`src/rtl/oled_text_sched.sv`:
```
// Dirty-row refresh scheduler for the 4x16 OLED text display.
// Redraws only changed rows through OLEDCtrl, then issues one rate-limited screen update.
module oled_text_sched #(
    parameter int unsigned REFRESH_MIN = 100000,
    parameter int unsigned HOLD_W      = 17
) (
    input  logic        clk,
    input  logic        rstn,
    input  logic        host_we,
    input  logic [5:0]  host_addr,
    input  logic [7:0]  host_data,
    input  logic        ctrl_ready,
    output logic        write_start,
    output logic [8:0]  write_base_addr,
    output logic [7:0]  write_ascii_data,
    input  logic        write_ready,
    output logic        update_start,
    output logic        update_clear,
    input  logic        update_ready,
    output logic        busy,
    output logic [3:0]  dirty,
    output logic [15:0] frame_count
);

    typedef enum logic [2:0] {
        IDLE, WR_ISSUE, WR_WAIT, UPD_ISSUE, UPD_WAIT, HOLDOFF
    } state_t;

    state_t              state_q, state_d;
    logic [1:0]          row_q, row_d;
    logic [3:0]          col_q, col_d;
    logic                guard_q, guard_d;
    logic [HOLD_W-1:0]   hold_q, hold_d;
    logic                clr_row;
    logic                frame_inc;
    logic [3:0]          dirty_set, dirty_clr;
    logic [7:0]          buffer [64];

    function automatic logic [1:0] lowest_row(input logic [3:0] d);
        if (d[0])      return 2'd0;
        else if (d[1]) return 2'd1;
        else if (d[2]) return 2'd2;
        else           return 2'd3;
    endfunction

    assign update_clear = 1'b0;
    assign dirty_set    = host_we ? (4'b0001 << host_addr[5:4]) : 4'b0000;
    assign dirty_clr    = clr_row ? (4'b0001 << row_q) : 4'b0000;

    // Next-state and datapath control
    always_comb begin
        state_d   = state_q;
        row_d     = row_q;
        col_d     = col_q;
        guard_d   = 1'b0;
        hold_d    = hold_q;
        clr_row   = 1'b0;
        frame_inc = 1'b0;
        unique case (state_q)
            IDLE: begin
                if (ctrl_ready && (|dirty) && write_ready) begin
                    row_d   = lowest_row(dirty);
                    col_d   = 4'd0;
                    state_d = WR_ISSUE;
                end
            end
            WR_ISSUE: begin
                clr_row = (col_q == 4'd0);
                guard_d = 1'b1;
                state_d = WR_WAIT;
            end
            WR_WAIT: begin
                if (!guard_q && write_ready) begin
                    if (col_q != 4'd15) begin
                        col_d   = col_q + 4'd1;
                        state_d = WR_ISSUE;
                    end else if (|dirty) begin
                        row_d   = lowest_row(dirty);
                        col_d   = 4'd0;
                        state_d = WR_ISSUE;
                    end else begin
                        state_d = UPD_ISSUE;
                    end
                end
            end
            UPD_ISSUE: begin
                guard_d = 1'b1;
                state_d = UPD_WAIT;
            end
            UPD_WAIT: begin
                if (!guard_q && update_ready) begin
                    frame_inc = 1'b1;
                    hold_d    = HOLD_W'(REFRESH_MIN - 1);
                    state_d   = HOLDOFF;
                end
            end
            HOLDOFF: begin
                if (hold_q == '0) state_d = IDLE;
                else              hold_d  = hold_q - HOLD_W'(1);
            end
            default: state_d = IDLE;
        endcase
    end

    // State, control and registered outputs
    always_ff @(posedge clk or negedge rstn) begin
        if (!rstn) begin
            state_q          <= IDLE;
            row_q            <= 2'd0;
            col_q            <= 4'd0;
            guard_q          <= 1'b0;
            hold_q           <= '0;
            dirty            <= 4'b1111;
            frame_count      <= 16'd0;
            write_start      <= 1'b0;
            write_base_addr  <= 9'd0;
            write_ascii_data <= 8'd0;
            update_start     <= 1'b0;
            busy             <= 1'b0;
        end else begin
            state_q      <= state_d;
            row_q        <= row_d;
            col_q        <= col_d;
            guard_q      <= guard_d;
            hold_q       <= hold_d;
            dirty        <= (dirty & ~dirty_clr) | dirty_set;
            write_start  <= (state_d == WR_ISSUE);
            update_start <= (state_d == UPD_ISSUE);
            busy         <= (state_d != IDLE);
            if (frame_inc) frame_count <= frame_count + 16'd1;
            // Character and address are captured on entry to WR_ISSUE and held until the next one
            if (state_d == WR_ISSUE) begin
                write_base_addr  <= {row_d, col_d, 3'b000};
                write_ascii_data <= buffer[{row_d, col_d}];
            end
        end
    end

    // Character buffer, host writes accepted in every state
    always_ff @(posedge clk or negedge rstn) begin
        if (!rstn) begin
            for (int i = 0; i < 64; i++) buffer[i] <= 8'h20;
        end else if (host_we) begin
            buffer[host_addr] <= host_data;
        end
    end

endmodule

```
`config.mk`:
```
export PLATFORM = sky130hd
export DESIGN_NAME = oled_text_sched
export DESIGN_NICKNAME = d
export VERILOG_FILES = /design/src/rtl/oled_text_sched.sv
export SDC_FILE = /design/constraint.sdc
export NUM_CORES = 1
export LEC_CHECK = 0
export CAP_MARGIN = 20
export CORE_MARGIN = 2
export CORE_UTILIZATION = 40
export CTS_BUF_LIST = sky130_fd_sc_hd__clkbuf_4
export CTS_CLUSTER_SIZE = 12
export DETAILED_ROUTE_END_ITERATION = 10
export SLEW_MARGIN = 20
export SYNTH_ARGS = -nofsm -noshare
export SYNTH_HDL_FRONTEND = slang
export SYNTH_SLANG_ARGS = --single-unit
```
`constraint.sdc`:
```
create_clock -name clk -period 5.4 [get_ports clk]
set_input_delay 0.81 -clock clk [delete_from_list [all_inputs] [get_ports clk]]
set_output_delay 0.81 -clock clk [all_outputs]
set_load 0.005 [all_outputs]
```
==> results of run 1 <==
==> power breakdown <==
| part | internal, W | leakage [nW] | switching, W |
|---|---|---|---|
| clock | 0.00237 | 1.30 | 0.00186 |
| sequential | 0.00500 | 7.35 | 0.000426 |
| combinational | 0.00123 | 5.73 | 0.00165 |
==> how the worst min path moves through the flow <==
stage                                start                     endpoint  slack, ns  cells after the start
6_report                              rstn      buffer[199]$_DFFE_PN0P_       0.43                      2
5_1_grt                               rstn      buffer[231]$_DFFE_PN0P_       0.40                      2
4_1_cts                               rstn      buffer[199]$_DFFE_PN0P_       0.38                      2
3_5_place_dp   frame_count[15]$_DFFE_PN0P_  frame_count[15]$_DFFE_PN0P_       0.48                      1
3_3_place_gp   frame_count[15]$_DFFE_PN0P_  frame_count[15]$_DFFE_PN0P_       0.46                      1
2_1_floorplan        hold_q[0]$_DFFE_PN0P_        hold_q[0]$_DFFE_PN0P_       0.46                      1
==> state kept, by name (all words and copies together), names as in the netlist <==
name	count
buffer	512
busy	1
col_q	4
dirty	4
frame_count	16
guard_q	1
hold_q	17
row_q	2
state_q	3
update_start	1
write_ascii_data	8
write_base_addr	6
write_start	1
==> routing by layer <==
layer  vias up  GRT usage [%]
li1       8547              -
met4         2           7.55
met1     10176           30.7
met2       658           34.3
met3       122           5.31
met5         -              0
==> stage by stage <==
stage	setup WS [ns]	cell area, um^2	power, W	cells	hold slack (ns)
global placement	0.678	29200	0.00826	3135	0.464
global route	1.21	31400	0.0132	3436	0.401
finish	1.38	31500	0.0125	3437	0.431
detailed placement	0.622	29200	0.00834	3135	0.475
CTS	1.40	31400	0.0126	3426	0.375
floorplan	1.68	27700	0.00718	2274	0.462
==> synth_stat cells (7+ instances only) <==
| cell type | number | area, um^2 |
|---|---|---|
| o22ai_1 | 22 | 138 |
| mux2_2 | 515 | 5800 |
| mux4_2 | 24 | 541 |
| o221ai_1 | 10 | 87.6 |
| dfstp_2 | 68 | 1790 |
| and3_1 | 22 | 138 |
| a211oi_1 | 60 | 450 |
| xor2_1 | 7 | 61.3 |
| mux2i_1 | 91 | 911 |
| nand4_1 | 14 | 87.6 |
| buf_2 | 24 | 120 |
| a211o_1 | 8 | 70.1 |
| nand2_1 | 205 | 769 |
| xnor2_1 | 21 | 184 |
| o211ai_1 | 9 | 67.6 |
| buf_1 | 16 | 60.1 |
| dfrtp_1 | 508 | 12700 |
| a31oi_1 | 46 | 288 |
| nor2b_1 | 14 | 87.6 |
| inv_1 | 40 | 150 |
| nand3_1 | 67 | 335 |
| nor4b_1 | 9 | 78.8 |
| mux2_1 | 32 | 360 |
| a21oi_1 | 18 | 90.1 |
| nor2_1 | 90 | 338 |
| clkbuf_1 | 125 | 469 |
| a311oi_1 | 24 | 210 |
| nor3_1 | 13 | 65.1 |
| nor4_1 | 20 | 125 |
| o21ai_0 | 60 | 300 |
==> worst register-to-register path, stage by stage, from the launching register on <==
cell and delay, ns:
dfrtp_1 0.50, or4b_1 0.74, o311ai_4 0.34, and3_4 0.43, buf_12 0.31, a211oi_1 0.24, a311oi_1 0.58, o2bb2ai_1 0.16
a2111oi_0 0.49, a211o_1 0.16
==> kinds of logic after synthesis <==
kind of cell,after synthesis,synth area share [%]
buf+inv,218,3.25
xor+xnor,28,0.886
fa+ha+maj,5,0.226
flops,576,52.4
compound gates,281,6.98
other cells,1,0.0135
mux,667,27.8
simple gates,495,8.49
==> final cells by class <==
cell class | count | area (um^2) | share of cell area, %
flip-flops and latches | 576 | 14500 | 46.1
multi-input cells | 1480 | 12400 | 39.3
clock buffers | 254 | 1910 | 6.06
well taps | 931 | 1160 | 3.70
repair buffers | 106 | 1050 | 3.35
clock inverters | 36 | 284 | 0.903
inverters | 43 | 164 | 0.521
diodes | 11 | 27.5 | 0.0875
==> reports/qor.csv, run 1 <==
stage,metric,value,unit
detailed_routing,ant_nets,0,
detailed_routing,finalWirelength,77.7,mm
global_routing,grt_usage,22.2,%
job,maxCapViolCount,0,
timing,rsz0062_at_grt,false,
synth,syn_avg_cell_area,12.2,um^2
setup_path,end_kind,flip-flop,
detailed_routing,wl_met1,34.8,mm
synth,synth_cell_type_count,64,
floorplanning,die_width,267,um
timing,worst_pin_slew,1.03,ns
floorplanning,placementRows,96,
detailed_routing,wl_met2,36.1,mm
floorplanning,dieArea,71300,um^2
outcome,status,"finished, final reports clean",
clock_network,cts_htree_levels,4,
global_routing,grt_overflow,0,
detailed_routing,route.detailed.drc,0,
timing,period_needed,4.02,ns
setup_path,timing.rr.start,state_q[0]$_DFF_PN0_,
synth,syn_inst,2271,
synth,seq_area_frac_synth,52.4,%
detailed_routing,highest_layer,met5,
detailed_routing,vias,19505,
synth,synth-edff-count,0,
clock_network,root_buffer,clkbuf_4,
floorplanning,start_util,40.4,%
setup_path,cp.buffers_inverters,1,
detailed_routing,detail_route.wl_per_cell,22.6,um
setup_path,slowest_stage,or4b_1,
setup_path,crit_family,compound AO/OA/AOI/OAI gates,
timing,finalSetupViolations,0,
detailed_routing,viasPerCell,5.68,
timing,maxSlewViolCount,0,
timing,hold_viol_final,0,
final_layout,syn_to_final_growth,13.6,%
placed_design,io_buffer_count,56,
synth,ys_warn_count,0,
timing,min_period_over_period,74.4,%
clock_network,clock_latency,1.03,ns
setup_path,startpoint_type,flip-flop,
global_routing,grt_max_degree,131,
setup_path,crit_end,write_ascii_data[7]$_DFFE_PN0N_,
setup_path,path_cells,or4b_1 -> o311ai_4 -> and3_4 -> buf_12 -> a211oi_1 -> a311oi_1 -> o2bb2ai_1 -> a2111oi_0 -> a211o_1,
timing,max_freq,249,MHz
final_layout,layout-drive-gt1-share,38.4,%
clock_network,clock_path_buffers,3,
setup_path,cp.arrival,4.96,ns
pwr,p_leak,14.4,nW
timing,relSlewSlack,30.9,%
final_layout,nNetsFinal,2390,
final_layout,final_cell_mix,"mux2_2, dfrtp_1, clkbuf_4",
floorplanning,core,68600,um^2
final_layout,layout_commonest_cell,mux2_2,
global_routing,grt_pass1_vias,19683,
clock_network,cts_setup_buffers,0,
floorplanning,num_io_pins,61,
setup_path,crit_start,state_q[0]$_DFF_PN0_,
global_routing,antenna_found_initial,5,
setup_path,crit_type,flip-flop to flip-flop,
detailed_routing,wl_met3,5.18,mm
final_layout,fin_util,45.9,%
setup_path,critPathRequiredTime,6.34,ns
detailed_routing,first_iter_violations,1591,
timing,finalClockSkew,0.0597,ns
synth,synth-seq-cells,576,
setup_path,max_stage_delay,0.73,ns
placed_design,dp_hpwl,49.5,mm
pwr,power_density,398,nW/um^2
placed_design,gp_congestion,0.942,
worst_hold_path,min_path_type,primary input to asynchronous set/reset pin,
clock_network,cts-resized-gates,0,
pwr,ir_drop,0.197,mV
setup_path,reg2reg_slack,1.38,ns
setup_path,cp_max_fo,67,
synth,ys.flop_type,dfrtp_1,
setup_path,r2r_end,write_ascii_data[7]$_DFFE_PN0N_,
timing,final.setup.tns,0,ns
final_layout,nFillCells,6254,
clock_network,cts_buffers,158,
synth,synth_area,27700,um^2
setup_path,cp.depth,9,
clock_network,clk_pin_slew,0.07,ns
clock_network,clock_sinks,576,
clock_network,cts_tree,done,
floorplanning,fp.dieH,267,um
detailed_routing,drtPass1Iterations,8,
global_routing,grt_pass1_wl,121,mm
setup_path,r2r.worst_path.cells,9,
clock_network,holdBufCountCts,1,
synth,synthArstFlopShare,100,%
Power figures use the tool's default switching activity.
==> run 2: changes to the inputs <==
Clock period 5.4 ns to 3.85 ns, I/O delays scaled along.
==> reports/qor.csv, run 2 (synthesis results as in run 1) <==
stage,metric,value,unit,change
outcome,status,"finished, final reports clean",,
final_layout,top_register,buffer,,
final_layout,fin_util,47.9,%,+2.1 points
timing,maxSlewViolCount,0,,unchanged
detailed_routing,drtPass1Iterations,5,,-3
setup_path,timing.rr.start,state_q[2]$_DFF_PN0_,,
floorplanning,start_util,40.4,%,unchanged
floorplanning,fp.dieH,267,um,unchanged
clock_network,cts_buffers,155,,-1.9%
setup_path,crit_start,state_q[2]$_DFF_PN0_,,
timing,worst_hold_slack,0.125,ns,-0.306 ns
timing,max_freq,268,MHz,+7.6%
clock_network,cts_htree_levels,4,,unchanged
final_layout,nNetsFinal,2563,,+7.2%
floorplanning,dieArea,71300,um^2,unchanged
final_layout,final_cell_mix,"mux2_2, dfrtp_1, clkbuf_4",,
final_layout,layout_commonest_cell,mux2_2,,
global_routing,grt_overflow,0,,unchanged
clock_network,cts_setup_buffers,0,,unchanged
global_routing,grt_usage,22.6,%,+0.41 points
clock_network,clk_pin_slew,0.07,ns,about the same
timing,finalClockSkew,0.0808,ns,+0.0211 ns
final_layout,finalNonFillerCells,3598,,+4.7%
placed_design,gp_congestion,0.914,,-3.0%
timing,hold_viol_final,0,,unchanged
clock_network,clock_path_buffers,3,,unchanged
detailed_routing,detail_route.wl_per_cell,21.9,um,-3.2%
detailed_routing,first_iter_violations,1592,,+0.063%
setup_path,cp.arrival,4.69,ns,-0.27 ns
pwr,ir_drop,0.230,mV,+17%
placed_design,dp_cells,3310,,+5.6%
setup_path,reg2reg_slack,0.12,ns,-1.26 ns
timing,min_period_over_period,96.9,%,+23 points
worst_hold_path,min_path_type,primary input to flip-flop,,
final_layout,largest_reg_flops,512,,unchanged
floorplanning,num_io_pins,61,,unchanged
clock_network,root_buffer,clkbuf_4,,
worst_hold_path,min_from,host_data[5],,
floorplanning,core,68600,um^2,unchanged
final_layout,syn_to_final_growth,18.8,%,
final_layout,layout-drive-gt1-share,42.5,%,+4.1 points
clock_network,clock_sinks,576,,unchanged
global_routing,antenna_found_initial,4,,-1
pwr,power_density,550,nW/um^2,+38%
setup_path,end_kind,flip-flop,,
setup_path,max_stage_delay,0.60,ns,-0.13 ns
setup_path,slowest_stage,or4b_1,,
detailed_routing,ant_nets,0,,unchanged
setup_path,r2r_end,write_ascii_data[6]$_DFFE_PN0N_,,
setup_path,r2r.worst_path.cells,11,,+2
global_routing,grt_pass1_wl,123,mm,+1.8%
timing,worst_pin_slew,1.17,ns,+0.137 ns
setup_path,crit_type,flip-flop to flip-flop,,
timing,rsz0062_at_grt,false,,
timing,period_needed,3.73,ns,-0.285 ns
pwr,p_leak,15.2,nW,+5.9%
placed_design,place_ws,-0.578,ns,-1.20 ns
setup_path,crit_end,write_ascii_data[6]$_DFFE_PN0N_,,
setup_path,critPathRequiredTime,4.81,ns,-1.53 ns
job,maxCapViolCount,0,,unchanged
detailed_routing,viasPerCell,5.56,,-2.1%
global_routing,grt_max_degree,96,,-27%
setup_path,startpoint_type,flip-flop,,
global_routing,grt_pass1_vias,20729,,+5.3%
clock_network,cts_tree,done,,
placed_design,dp_hpwl,53.2,mm,+7.5%
timing,setup_slack,0.119,ns,-1.26 ns
floorplanning,placementRows,96,,unchanged
clock_network,clock_latency,1.02,ns,about the same
detailed_routing,finalWirelength,78.8,mm,+1.3%
detailed_routing,route.detailed.drc,0,,unchanged
setup_path,path_cells,or4b_1 -> buf_4 -> o311ai_4 -> and3_4 -> buf_12 -> buf_4 -> a211oi_1 -> a311oi_1 -> o22ai_1 -> nor4_4 -> a211o_1,,
placed_design,io_buffer_count,56,,unchanged
detailed_routing,vias,20000,,+2.5%
timing,relSlewSlack,22.0,%,-8.9 points
setup_path,cp_max_fo,20,,-70%
timing,finalSetupViolations,0,,unchanged
final_layout,reg.largest.list,"buffer: 512 flops, hold_q: 17 flops, frame_count: 16 flops",,
floorplanning,die_width,267,um,unchanged
setup_path,cpMostUsedCell,buf_4,,
-- run 2: critical path, delay by kind of cell (launching register included) --
kind | cells | cell delay (ns)
flip-flops | 1 | 0.45
buffers and inverters | 3 | 0.66
AND/OR/NAND/NOR | 3 | 1.38
AO/OA/AOI/OAI | 5 | 1.20
-- run 2: worst min-delay path by stage --
stage / end / cells after the start / slack, ns
final: buffer[53]$_DFFE_PN1P_ / 3 / 0.13
after global routing: buffer[53]$_DFFE_PN1P_ / 3 / 0.05
after CTS: buffer[48]$_DFFE_PN0P_ / 3 / 0.15
after detailed placement: frame_count[15]$_DFFE_PN0P_ / 1 / 0.47
after global placement: frame_count[15]$_DFFE_PN0P_ / 1 / 0.46
after floorplan: buffer[0]$_DFFE_PN0P_ / 0 / 0.28
-- run 2: layer usage --
layer	track usage [%]	share of wire [%]	vias to the layer above
met2	35.0	46	706
met4	8.97	3.1	2
met3	5.24	7.0	162
li1	-	-	8886
met1	30.9	44	10244
met5	0	0.011	-
-- run 2: stage by stage --
| step | setup TNS, ns | area [um^2] | total power [W] |
|---|---|---|---|
| after floorplan | 0 | 27700 | 0.0101 |
| after global placement | -3.08 | 30700 | 0.0122 |
| after detailed placement | -3.28 | 30700 | 0.0124 |
| after CTS | 0 | 32800 | 0.0182 |
| after global routing | 0 | 32900 | 0.0190 |
| final | 0 | 32900 | 0.0181 |
-- run 2: repair_timing --
action / 4_1_cts / 5_1_grt
pin swaps: 0 / 0
setup endpoints to repair: 1 / 7
endpoints found under the hold margin: 71 / 0
hold buffers: 2 / 0
gates resized for setup: 1 / 7
-- run 2: power breakdown --
part | switching, W | total [W] | internal [W]
sequential | 0.000557 | 0.00757 | 0.00701
combinational | 0.00253 | 0.00479 | 0.00226
clock | 0.00262 | 0.00574 | 0.00312
-- run 2: layout make-up --
cell class | instances | area (um^2)
Antenna cell | 8 | 20.0
Clock buffer | 241 | 1810
Clock inverter | 37 | 285
Fill cell | 6202 | 35700
Inverter | 43 | 164
Multi-Input combinational cell | 1480 | 12400
Sequential cell | 576 | 14500
Tap cell | 931 | 1160
Timing Repair Buffer | 282 | 2530
==> run 3: changes to the inputs <==
Settings changed: SKIP_LAST_GASP set to 1.
==> results of run 3 <==
No change in the layout: final DEF, timing and power equal those of run 2.
